==> src/rtl/drone_pwm_pkg.sv <==
// Shared definitions for the ESC PWM generator.
//   MAX_DUTY    : highest legal duty value (100 = 100 %)
//   IDLE_DUTY   : duty held while the ESC is being armed
//   STEPS/STEP_W: duty steps per PWM period and the width of the step counter
//   state_t     : arming state machine encoding
//   clamp_duty  : limits a requested duty to MAX_DUTY
//   slew_toward : moves a duty toward a target by at most 'step', never overshooting
package drone_pwm_pkg;

    localparam logic [7:0] MAX_DUTY  = 8'd100;
    localparam logic [7:0] IDLE_DUTY = 8'h32;
    localparam int         STEPS     = 100;
    localparam int         STEP_W    = $clog2(STEPS);

    typedef enum logic [1:0] {
        DISARMED,
        ARMING,
        RUN
    } state_t;

    function automatic logic [7:0] clamp_duty(input logic [7:0] duty);
        return (duty > MAX_DUTY) ? MAX_DUTY : duty;
    endfunction

    // A step of MAX_DUTY or more always lands on the target in one move.
    function automatic logic [7:0] slew_toward(input logic [7:0] cur,
                                               input logic [7:0] tgt,
                                               input logic [7:0] step);
        if (tgt > cur)
            return ((tgt - cur) > step) ? (cur + step) : tgt;
        else
            return ((cur - tgt) > step) ? (cur - step) : tgt;
    endfunction

endpackage

==> src/rtl/pwm_timebase.sv <==
// PWM period timebase: a prescaler feeding a 0..99 duty-step counter.
// Ports:
//   clk          in  system clock
//   rst          in  synchronous active-high reset
//   pre_cnt      out prescaler count, 0..PRESCALE-1
//   step_cnt     out duty-step count, 0..99
//   boundary     out high during the last clk of a period (the edge ending it loads new duty)
//   period_start out registered, high in the clk where both counters are 0
module pwm_timebase
    import drone_pwm_pkg::*;
#(
    parameter int PRESCALE = 10000,
    parameter int PRE_W    = (PRESCALE > 1) ? $clog2(PRESCALE) : 1
) (
    input  logic              clk,
    input  logic              rst,
    output logic [PRE_W-1:0]  pre_cnt,
    output logic [STEP_W-1:0] step_cnt,
    output logic              boundary,
    output logic              period_start
);

    localparam logic [PRE_W-1:0]  PRE_LAST  = PRE_W'(PRESCALE - 1);
    localparam logic [STEP_W-1:0] STEP_LAST = STEP_W'(STEPS - 1);

    logic started;
    logic pre_wrap;

    assign pre_wrap = started && (pre_cnt == PRE_LAST);
    assign boundary = pre_wrap && (step_cnt == STEP_LAST);

    // The counters idle at zero for one clk after reset release so that
    // period_start can be raised for the very first period as well; from
    // then on it is simply the boundary delayed by one clk.
    always_ff @(posedge clk) begin
        if (rst) begin
            pre_cnt      <= '0;
            step_cnt     <= '0;
            started      <= 1'b0;
            period_start <= 1'b0;
        end else begin
            started      <= 1'b1;
            period_start <= !started || boundary;
            if (started) begin
                if (pre_wrap) begin
                    pre_cnt  <= '0;
                    step_cnt <= (step_cnt == STEP_LAST) ? '0 : step_cnt + 1'b1;
                end else begin
                    pre_cnt <= pre_cnt + 1'b1;
                end
            end
        end
    end

endmodule

==> src/rtl/esc_pwm_generator.sv <==
// ESC PWM generator with arming sequence, one instance per motor.
// Optional feature macro: PWM_SLEW_EN (limits duty change in RUN to SLEW_STEP per period).
// Ports:
//   clk          in  system clock
//   rst          in  synchronous active-high reset
//   duty_in      in  requested duty 0..100, larger values are clamped
//   arm          in  level, 1 = arm/run, 0 = motors off
//   pwm_out      out registered PWM output to the ESC pin
//   period_start out 1-clk pulse on the first clk of each period
//   duty_active  out duty currently in effect
//   armed        out high while in RUN
//   clamp_flag   out 1-clk pulse when duty_in sampled at a boundary exceeded 100
module esc_pwm_generator
    import drone_pwm_pkg::*;
#(
    parameter int PRESCALE    = 10000,
    parameter int ARM_PERIODS = 100,
    parameter int SLEW_STEP   = 2
) (
    input  logic       clk,
    input  logic       rst,
    input  logic [7:0] duty_in,
    input  logic       arm,
    output logic       pwm_out,
    output logic       period_start,
    output logic [7:0] duty_active,
    output logic       armed,
    output logic       clamp_flag
);

    localparam int PRE_W = (PRESCALE > 1) ? $clog2(PRESCALE) : 1;
    localparam int ARM_W = (ARM_PERIODS > 1) ? $clog2(ARM_PERIODS) : 1;
    localparam logic [ARM_W-1:0] ARM_LAST = ARM_W'(ARM_PERIODS - 1);

`ifdef PWM_SLEW_EN
    localparam bit SLEW_ON = 1'b1;
`else
    localparam bit SLEW_ON = 1'b0;
`endif

    // Without slewing a full-scale step makes every RUN update immediate.
    localparam logic [7:0] RUN_STEP =
        (SLEW_ON && (SLEW_STEP < 100)) ? 8'(SLEW_STEP) : MAX_DUTY;

    logic [PRE_W-1:0]  pre_cnt_unused;
    logic [STEP_W-1:0] step_cnt;
    logic              boundary;

    state_t            state;
    state_t            state_next;
    logic [7:0]        duty_next;
    logic [ARM_W-1:0]  arm_cnt;
    logic [ARM_W-1:0]  arm_cnt_next;
    logic              clamp_next;
    logic [7:0]        tgt;

    // The prescaler count is only needed inside the timebase.
    pwm_timebase #(
        .PRESCALE (PRESCALE),
        .PRE_W    (PRE_W)
    ) u_timebase (
        .clk          (clk),
        .rst          (rst),
        .pre_cnt      (pre_cnt_unused),
        .step_cnt     (step_cnt),
        .boundary     (boundary),
        .period_start (period_start)
    );

    assign tgt = clamp_duty(duty_in);

    // Arming FSM. Duty only changes at a period boundary, except for the
    // disarm path which drops the output as soon as arm goes low and takes
    // priority over a boundary update in the same clk.
    always_comb begin
        state_next   = state;
        duty_next    = duty_active;
        arm_cnt_next = arm_cnt;
        clamp_next   = boundary && (duty_in > MAX_DUTY);

        if ((state != DISARMED) && !arm) begin
            state_next   = DISARMED;
            duty_next    = '0;
            arm_cnt_next = '0;
        end else begin
            case (state)
                DISARMED: begin
                    duty_next = '0;
                    if (boundary && arm) begin
                        state_next   = ARMING;
                        arm_cnt_next = '0;
                        duty_next    = IDLE_DUTY;
                    end
                end
                ARMING: begin
                    duty_next = IDLE_DUTY;
                    if (boundary) begin
                        if (arm_cnt == ARM_LAST) begin
                            state_next = RUN;
                            duty_next  = slew_toward(IDLE_DUTY, tgt, RUN_STEP);
                        end else begin
                            arm_cnt_next = arm_cnt + 1'b1;
                        end
                    end
                end
                RUN: begin
                    if (boundary)
                        duty_next = slew_toward(duty_active, tgt, RUN_STEP);
                end
                default: begin
                    state_next   = DISARMED;
                    duty_next    = '0;
                    arm_cnt_next = '0;
                end
            endcase
        end
    end

    always_ff @(posedge clk) begin
        if (rst)
            state <= DISARMED;
        else
            state <= state_next;
    end

    // pwm_out compares against the duty in effect during the current step,
    // so a duty of 100 stays high straight through the boundary.
    always_ff @(posedge clk) begin
        if (rst) begin
            duty_active <= '0;
            arm_cnt     <= '0;
            armed       <= 1'b0;
            clamp_flag  <= 1'b0;
            pwm_out     <= 1'b0;
        end else begin
            duty_active <= duty_next;
            arm_cnt     <= arm_cnt_next;
            armed       <= (state_next == RUN);
            clamp_flag  <= clamp_next;
            pwm_out     <= (8'(step_cnt) < duty_active);
        end
    end

endmodule

==> config.mk <==
export PLATFORM = sky130hd
export DESIGN_NAME = esc_pwm_generator
export DESIGN_NICKNAME = d
export VERILOG_FILES = /design/src/rtl/drone_pwm_pkg.sv /design/src/rtl/pwm_timebase.sv /design/src/rtl/esc_pwm_generator.sv
export SDC_FILE = /design/constraint.sdc
export NUM_CORES = 1
export LEC_CHECK = 0
export ABC_CLOCK_PERIOD_IN_PS = 5700
export CAP_MARGIN = 20
export CORE_MARGIN = 2
export CORE_UTILIZATION = 35
export DETAILED_ROUTE_END_ITERATION = 6
export GPL_TIMING_DRIVEN = 0
export PLACE_DENSITY_LB_ADDON = 0.2
export SKIP_CTS_REPAIR_TIMING = 1
export SLEW_MARGIN = 10
export SYNTH_ARGS = -nofsm -noshare
export SYNTH_HDL_FRONTEND = slang
export SYNTH_SLANG_ARGS = --single-unit
==> constraint.sdc <==
create_clock -name clk -period 5.7 [get_ports clk]
set_input_delay 0.57 -clock clk [delete_from_list [all_inputs] [get_ports clk]]
set_output_delay 0.57 -clock clk [all_outputs]
set_load 0.1 [all_outputs]
==> impl_metrics.tcl, run 1 <==
set metrics [dict create \
    grt_max_degree 14 \
    dpl.hpwl_um 7110 \
    num_vias 3338 \
    reg2reg_setup_slack_ps 1710 \
    slew_headroom_pct 34.9 \
    min_path_cells 2 \
    cts-buffers-inserted 5 \
    synth.distinct_cells 69 \
    skew_ps 8.78 \
    synth_nets 482 \
    grt_antenna_before_repair 0 \
    drive_gt1_share_pct 7.16 \
    detail-route-antenna-nets 0 \
    grt.overflow.total 0 \
    crit_path_start_kind "input pin" \
    worstRegToRegCells 12 \
    drt_first_pass_iters 4 \
    result_of_the_run "finished clean" \
    unrepaired_setup_endpoints_after_global_routing "no" \
    hold_path.startpoint "arm_cnt[6]" \
    cts_max_path_buffers 2 \
    drt_drc_violations_left 0 \
    worst_skew_pair.late_latency_ps 300 \
    post-route-period-util_pct 88.3 \
    grt_pass1_wl_um 15500 \
    synth_fa_ha_area_share_pct 9.38 \
    power.density_cell_area_nw_per_um2 156 \
    synthCells 447 \
    cts_sinks 43 \
    maxCapViolCount 0 \
    yosys_warnings 0 \
    synth_top_cells_by_count "sky130_fd_sc_hd__nor2_1 (53), sky130_fd_sc_hd__dfxtp_1 (43), sky130_fd_sc_hd__nand2_1 (37), sky130_fd_sc_hd__a21oi_1 (34)" \
    yosysSeqAreaShare_pct 25.2 \
    crit_path_max_fanout 10 \
    tightestPinTransition_ps 974 \
    post_synth_xor_area_fraction_pct 6.67 \
    synth-seq-cells 43 \
    hold_class "reg2reg" \
    max_clock_freq_mhz 199 \
    std_cell_rows 36 \
    num-fill-cells 1050 \
    antenna_cells 0 \
    clock-root-buffer "sky130_fd_sc_hd__clkbuf_8" \
    synth-compound-area-share_pct 23.2 \
    drt_first_iter_violations 238 \
    post_route_wl_um 9150 \
    layout_utilization_pct 40.1 \
    synth_edf_count 0 \
    cts.htree.levels 2 \
    finalSetupTns_ps 0 \
    primary_ff_master_synth "sky130_fd_sc_hd__dfxtp_1" \
    worst-endpoint-arrival_ps 5210 \
    die-area_um2 10600 \
    yosys.area_share.simple_pct 29.7 \
    yosysMostFrequentCell "sky130_fd_sc_hd__nor2_1" \
    tritoncts "built" \
    yosys.area.top_type "sky130_fd_sc_hd__dfxtp_1" \
    route.detailed.wl_per_inst_um 15.1 \
    period_needed_ps 5030 \
    reg2reg_from "duty_active[2]" \
    layout.nets 509 \
    critical_path_required_ps 5880 \
    ys_top_cells_by_area "sky130_fd_sc_hd__dfxtp_1 (25%), sky130_fd_sc_hd__ha_1 (8.8%), sky130_fd_sc_hd__nor2_1 (5.8%)" \
    synth.area.mux_share_pct 1.47 \
    die-height_um 103 \
    synthesis.area_um2 3410 \
    detail_route.vias_per_cell 5.49 \
    crit-reg2reg-capture "duty_active[5]" \
    fp.dieW_um 103 \
    syn_to_final_growth_pct 13.2 \
    final-hold-violation-count 0 \
    power_leakage_nw 1.39 \
    floorplan.initialDensity_pct 35.4 \
    std_cell_core_area_um2 9640 \
    synth_top_family_by_area "simple AND/OR/NAND/NOR gates" \
    io_buffer_count 20 \
    io_pins 23 \
    crit_type "in2reg" \
    worst_hold_path.endpoint "arm_cnt[6]" \
    synth_top_area_share_pct 25.2 \
    synth_area_per_cell_um2 7.64 \
    ys_async_sr_fraction_pct 0 \
    first_global_vias 3172 \
    place_congestion 0.874 \
    drv_slew 0 \
    groute.usage.overall_pct 18.4 \
    clkSlewWorstSetupHoldPaths_ps 80 \
    vdd_ir_drop_max_v 0.000138 \
    setup_viol 0 \
    end_kind "register" \
]
-- registers in the layout (all words and copies together) (netlist names), 2 cells and up --
register and flops:
state 2, u_timebase.pre_cnt 14, arm_cnt 7, duty_active 8, u_timebase.step_cnt 7
-- critical path: stages --
cell,delay (ps)
sky130_fd_sc_hd__clkdlybuf4s50_1,600
sky130_fd_sc_hd__o311a_4,500
sky130_fd_sc_hd__nor3_1,420
sky130_fd_sc_hd__inv_1,90
sky130_fd_sc_hd__ha_1,300
sky130_fd_sc_hd__clkbuf_1,250
sky130_fd_sc_hd__a31oi_1,350
sky130_fd_sc_hd__nand3_4,160
sky130_fd_sc_hd__or2_2,330
sky130_fd_sc_hd__a311oi_2,350
sky130_fd_sc_hd__o22ai_2,250
sky130_fd_sc_hd__o32a_1,430
sky130_fd_sc_hd__a41oi_2,180
sky130_fd_sc_hd__a21oi_1,70
sky130_fd_sc_hd__o311a_1,350
-- kinds of logic (layout without fill, tap and decap cells) --
logic type	count (synthesis)	count (layout)
buf+inv	37	65
other cells	1	1
mux	5	5
simple gates	196	196
compound gates	113	113
xor+xnor	26	26
flops	43	43
fa+ha+maj	26	26
-- layout by cell type, fill, tap and decap left out, types with 6 or more instances in the layout --
cell / instances
sky130_fd_sc_hd__nor2_1: 53
sky130_fd_sc_hd__dfxtp_1: 43
sky130_fd_sc_hd__nand2_1: 37
sky130_fd_sc_hd__a21oi_1: 34
sky130_fd_sc_hd__nand3_1: 24
sky130_fd_sc_hd__ha_1: 24
sky130_fd_sc_hd__inv_1: 23
sky130_fd_sc_hd__clkdlybuf4s50_1: 20
sky130_fd_sc_hd__o21ai_0: 19
sky130_fd_sc_hd__nor3_1: 16
sky130_fd_sc_hd__xor2_1: 15
sky130_fd_sc_hd__clkbuf_1: 13
sky130_fd_sc_hd__or2_2: 11
sky130_fd_sc_hd__xnor2_1: 11
sky130_fd_sc_hd__nand4_1: 9
sky130_fd_sc_hd__and3_1: 7
sky130_fd_sc_hd__a21o_1: 7
sky130_fd_sc_hd__nand2b_1: 6
-- final cells by class --
cell class              count  area (um^2)  area share [%]
flip-flops and latches     43          861            22.3
clock inverters             2         12.5           0.324
well taps                 133          166            4.31
multi-input cells         367         2400            62.2
inverters                  23         86.3            2.23
repair buffers             20          200            5.18
plain buffers              14         61.3            1.59
clock buffers               6         72.6            1.88
-- per-stage QoR --
stage | area, um^2 | hold WS [ps] | power, mW | instances | worst slack, ps
2_1_floorplan | 3410 | 453 | 0.388 | 447 | 1560
3_3_place_gp | 3780 | 474 | 0.418 | 600 | 451
3_5_place_dp | 3780 | 480 | 0.420 | 600 | 426
4_1_cts | 3860 | 493 | 0.613 | 608 | 724
5_1_grt | 3860 | 540 | 0.637 | 608 | 468
6_report | 3860 | 487 | 0.605 | 608 | 667
-- where the power goes --
group / leakage (nW) / switching [mW] / internal [mW]
clock: 0.0412 / 0.105 / 0.0857
combinational: 1.00 / 0.0700 / 0.0406
sequential: 0.347 / 0.00136 / 0.302
-- layer usage --
metal	wire length [um]	GRT usage (%)	vias up	part of all wire, %
met2	4260	30.8	70	47
li1	-	-	1680	-
met1	4500	25.4	1582	49
met3	318	2.64	6	3.5
met5	0	0	-	0
met4	66	3.54	0	0.72
-- worst max path at each step --
stage                              start  slack (ps)              to  depth (start not counted)
after floorplan           duty_active[2]        1560  duty_active[5]                         12
after global placement        duty_in[4]         450  duty_active[5]                         15
after detailed placement      duty_in[4]         430  duty_active[5]                         15
after CTS                     duty_in[4]         720  duty_active[5]                         15
after global routing          duty_in[4]         470  duty_active[5]                         15
final                         duty_in[4]         670  duty_active[5]                         15
(Power assumes the default switching activity.)
==> run 2: changes to the inputs <==
--- a/config.mk
+++ b/config.mk
@@ -10,7 +10,6 @@
 export CORE_MARGIN = 2
 export CORE_UTILIZATION = 35
 export DETAILED_ROUTE_END_ITERATION = 6
-export GPL_TIMING_DRIVEN = 0
 export PLACE_DENSITY_LB_ADDON = 0.2
 export SKIP_CTS_REPAIR_TIMING = 1
 export SLEW_MARGIN = 10
==> run 2 against run 1 <==
Clock power about the same; fmax increased by 7.5%; critical path depth decreased by 1; core utilization decreased by 0.39 points; clock skew decreased by 2.3 ps; die area unchanged; register-to-register slack improved by 60 ps; combinational power about the same; non-clock buffer count decreased by 12; via count decreased by 0.48%.
==> impl_metrics.tcl, run 2 (same netlist as run 1, synthesis figures left out) <==
set metrics [dict create \
    result_of_the_run "finished clean" \
    std_cell_rows 36 \
    hold_class "reg2reg" \
    grt.overflow.total 0 \
    postLayoutSetupSlackWorst_ps 1020 \
    area_of_the_multi_input_gates_um2 2400 \
    final-hold-violation-count 0 \
    critical_path_required_ps 5890 \
    drt_first_iter_violations 282 \
    cts-buffers-inserted 5 \
    regMostFlops "u_timebase.pre_cnt" \
    setup_viol 0 \
    final_area_um2 3830 \
    most_used_cells_in_the_layout_excluding_fill_and_tap_cells "sky130_fd_sc_hd__nor2_1 (53), sky130_fd_sc_hd__dfxtp_1 (43), sky130_fd_sc_hd__nand2_1 (37)" \
    vdd_ir_drop_max_v 0.000162 \
    grt_antenna_before_repair 0 \
    finalNonFillerCells 596 \
    drv_slew 0 \
    std_cell_core_area_um2 9640 \
    fp.dieW_um 103 \
    crit_start "duty_in[4]" \
    detail_route.vias_per_cell 5.57 \
    tritoncts "built" \
    dpl.hpwl_um 6800 \
    end_kind "register" \
    unrepaired_setup_endpoints_after_global_routing "no" \
    drt_first_pass_iters 5 \
    postPlaceCellArea_um2 3740 \
    period_needed_ps 4680 \
    io_buffer_count 22 \
    first_global_vias 2950 \
    antenna_cells 0 \
    cts_sinks 43 \
    post_route_wl_um 8880 \
    max_clock_freq_mhz 214 \
    layout.nets 497 \
    syn_to_final_growth_pct 12.1 \
    power.density_cell_area_nw_per_um2 158 \
    io_pins 23 \
    worst_skew_pair.late_latency_ps 290 \
    largest_reg_flops 14 \
    crit_path_start_kind "input pin" \
    largest_registers "u_timebase.pre_cnt: 14 flops, duty_active: 8 flops" \
    clkSlewWorstSetupHoldPaths_ps 90 \
    ff_latch_area_um2 861 \
    grt_max_degree 15 \
    power_leakage_nw 1.38 \
    grt_pass1_wl_um 14600 \
    die-area_um2 10600 \
    post-route-period-util_pct 82.1 \
    groute.usage.overall_pct 17.4 \
    route.detailed.wl_per_inst_um 14.9 \
    mostFrequentLayoutCell "sky130_fd_sc_hd__nor2_1" \
    drt_drc_violations_left 0 \
    place_congestion 0.844 \
    skew_ps 6.44 \
    numPlacedInstances 588 \
    finalSetupTns_ps 0 \
    reg2reg_from "duty_active[5]" \
    drive_gt1_share_pct 7.13 \
    tightestPinTransition_ps 973 \
    num_vias 3322 \
    cts_max_path_buffers 2 \
    cts.htree.levels 2 \
    num-fill-cells 1037 \
    worst-endpoint-arrival_ps 4870 \
    hold_path.startpoint "arm_cnt[6]" \
    crit_path_max_fanout 11 \
    die-height_um 103 \
    layout_utilization_pct 39.7 \
    maxCapViolCount 0 \
    detailedPlace.worstSlack_ps 775 \
    clock-root-buffer "sky130_fd_sc_hd__clkbuf_8" \
    detail-route-antenna-nets 0 \
    slew_headroom_pct 34.9 \
    crit_type "in2reg" \
    floorplan.initialDensity_pct 35.4 \
]
[run 2: final timing paths]
path         cells past startpoint  slack, ps             end
max reg2reg                     12       1770  duty_active[5]
min                              2        490      arm_cnt[6]
min reg2reg                      2        490      arm_cnt[6]
max                             14       1020  duty_active[5]
[run 2: through the flow]
step / hold WS (ps) / power [mW]
after floorplan: 453 / 0.388
after global placement: 472 / 0.416
after detailed placement: 477 / 0.417
after CTS: 490 / 0.614
after global routing: 522 / 0.637
final: 490 / 0.606
[run 2: metal layers]
layer  up-vias  track usage [%]  share of wire (%)
met5         -                0                  0
met2        95             27.9                 45
met4         0             4.35                1.5
met1      1557             24.8                 48
li1       1654                -                  -
met3        16             2.44                5.1
[run 2: power by group]
group	leakage [nW]	switching, mW	total (mW)	internal (mW)
sequential	0.347	0.00191	0.304	0.302
clock	0.0402	0.108	0.193	0.0853
combinational	0.988	0.0683	0.109	0.0403
total	1.38	0.178	0.606	0.428
[run 2: final cells by class]
| type | instances | share of cell area [%] |
|---|---|---|
| clock buffer | 5 | 1.80 |
| clock inverter | 3 | 0.523 |
| inverter | 23 | 2.26 |
| multi-input combinational | 367 | 62.8 |
| sequential | 43 | 22.5 |
| tap | 133 | 4.35 |
| timing repair buffer | 22 | 5.75 |
[run 2: critical path, stage by stage]
cell	delay, ps
sky130_fd_sc_hd__clkdlybuf4s50_1	560
sky130_fd_sc_hd__o311a_4	470
sky130_fd_sc_hd__nor3_1	360
sky130_fd_sc_hd__inv_1	90
sky130_fd_sc_hd__ha_1	440
sky130_fd_sc_hd__a31oi_1	350
sky130_fd_sc_hd__nand3_4	150
sky130_fd_sc_hd__or2_2	320
sky130_fd_sc_hd__a311oi_2	320
sky130_fd_sc_hd__o22ai_2	240
sky130_fd_sc_hd__o32a_1	410
sky130_fd_sc_hd__a41oi_2	170
sky130_fd_sc_hd__a21oi_1	60
sky130_fd_sc_hd__o311a_1	350
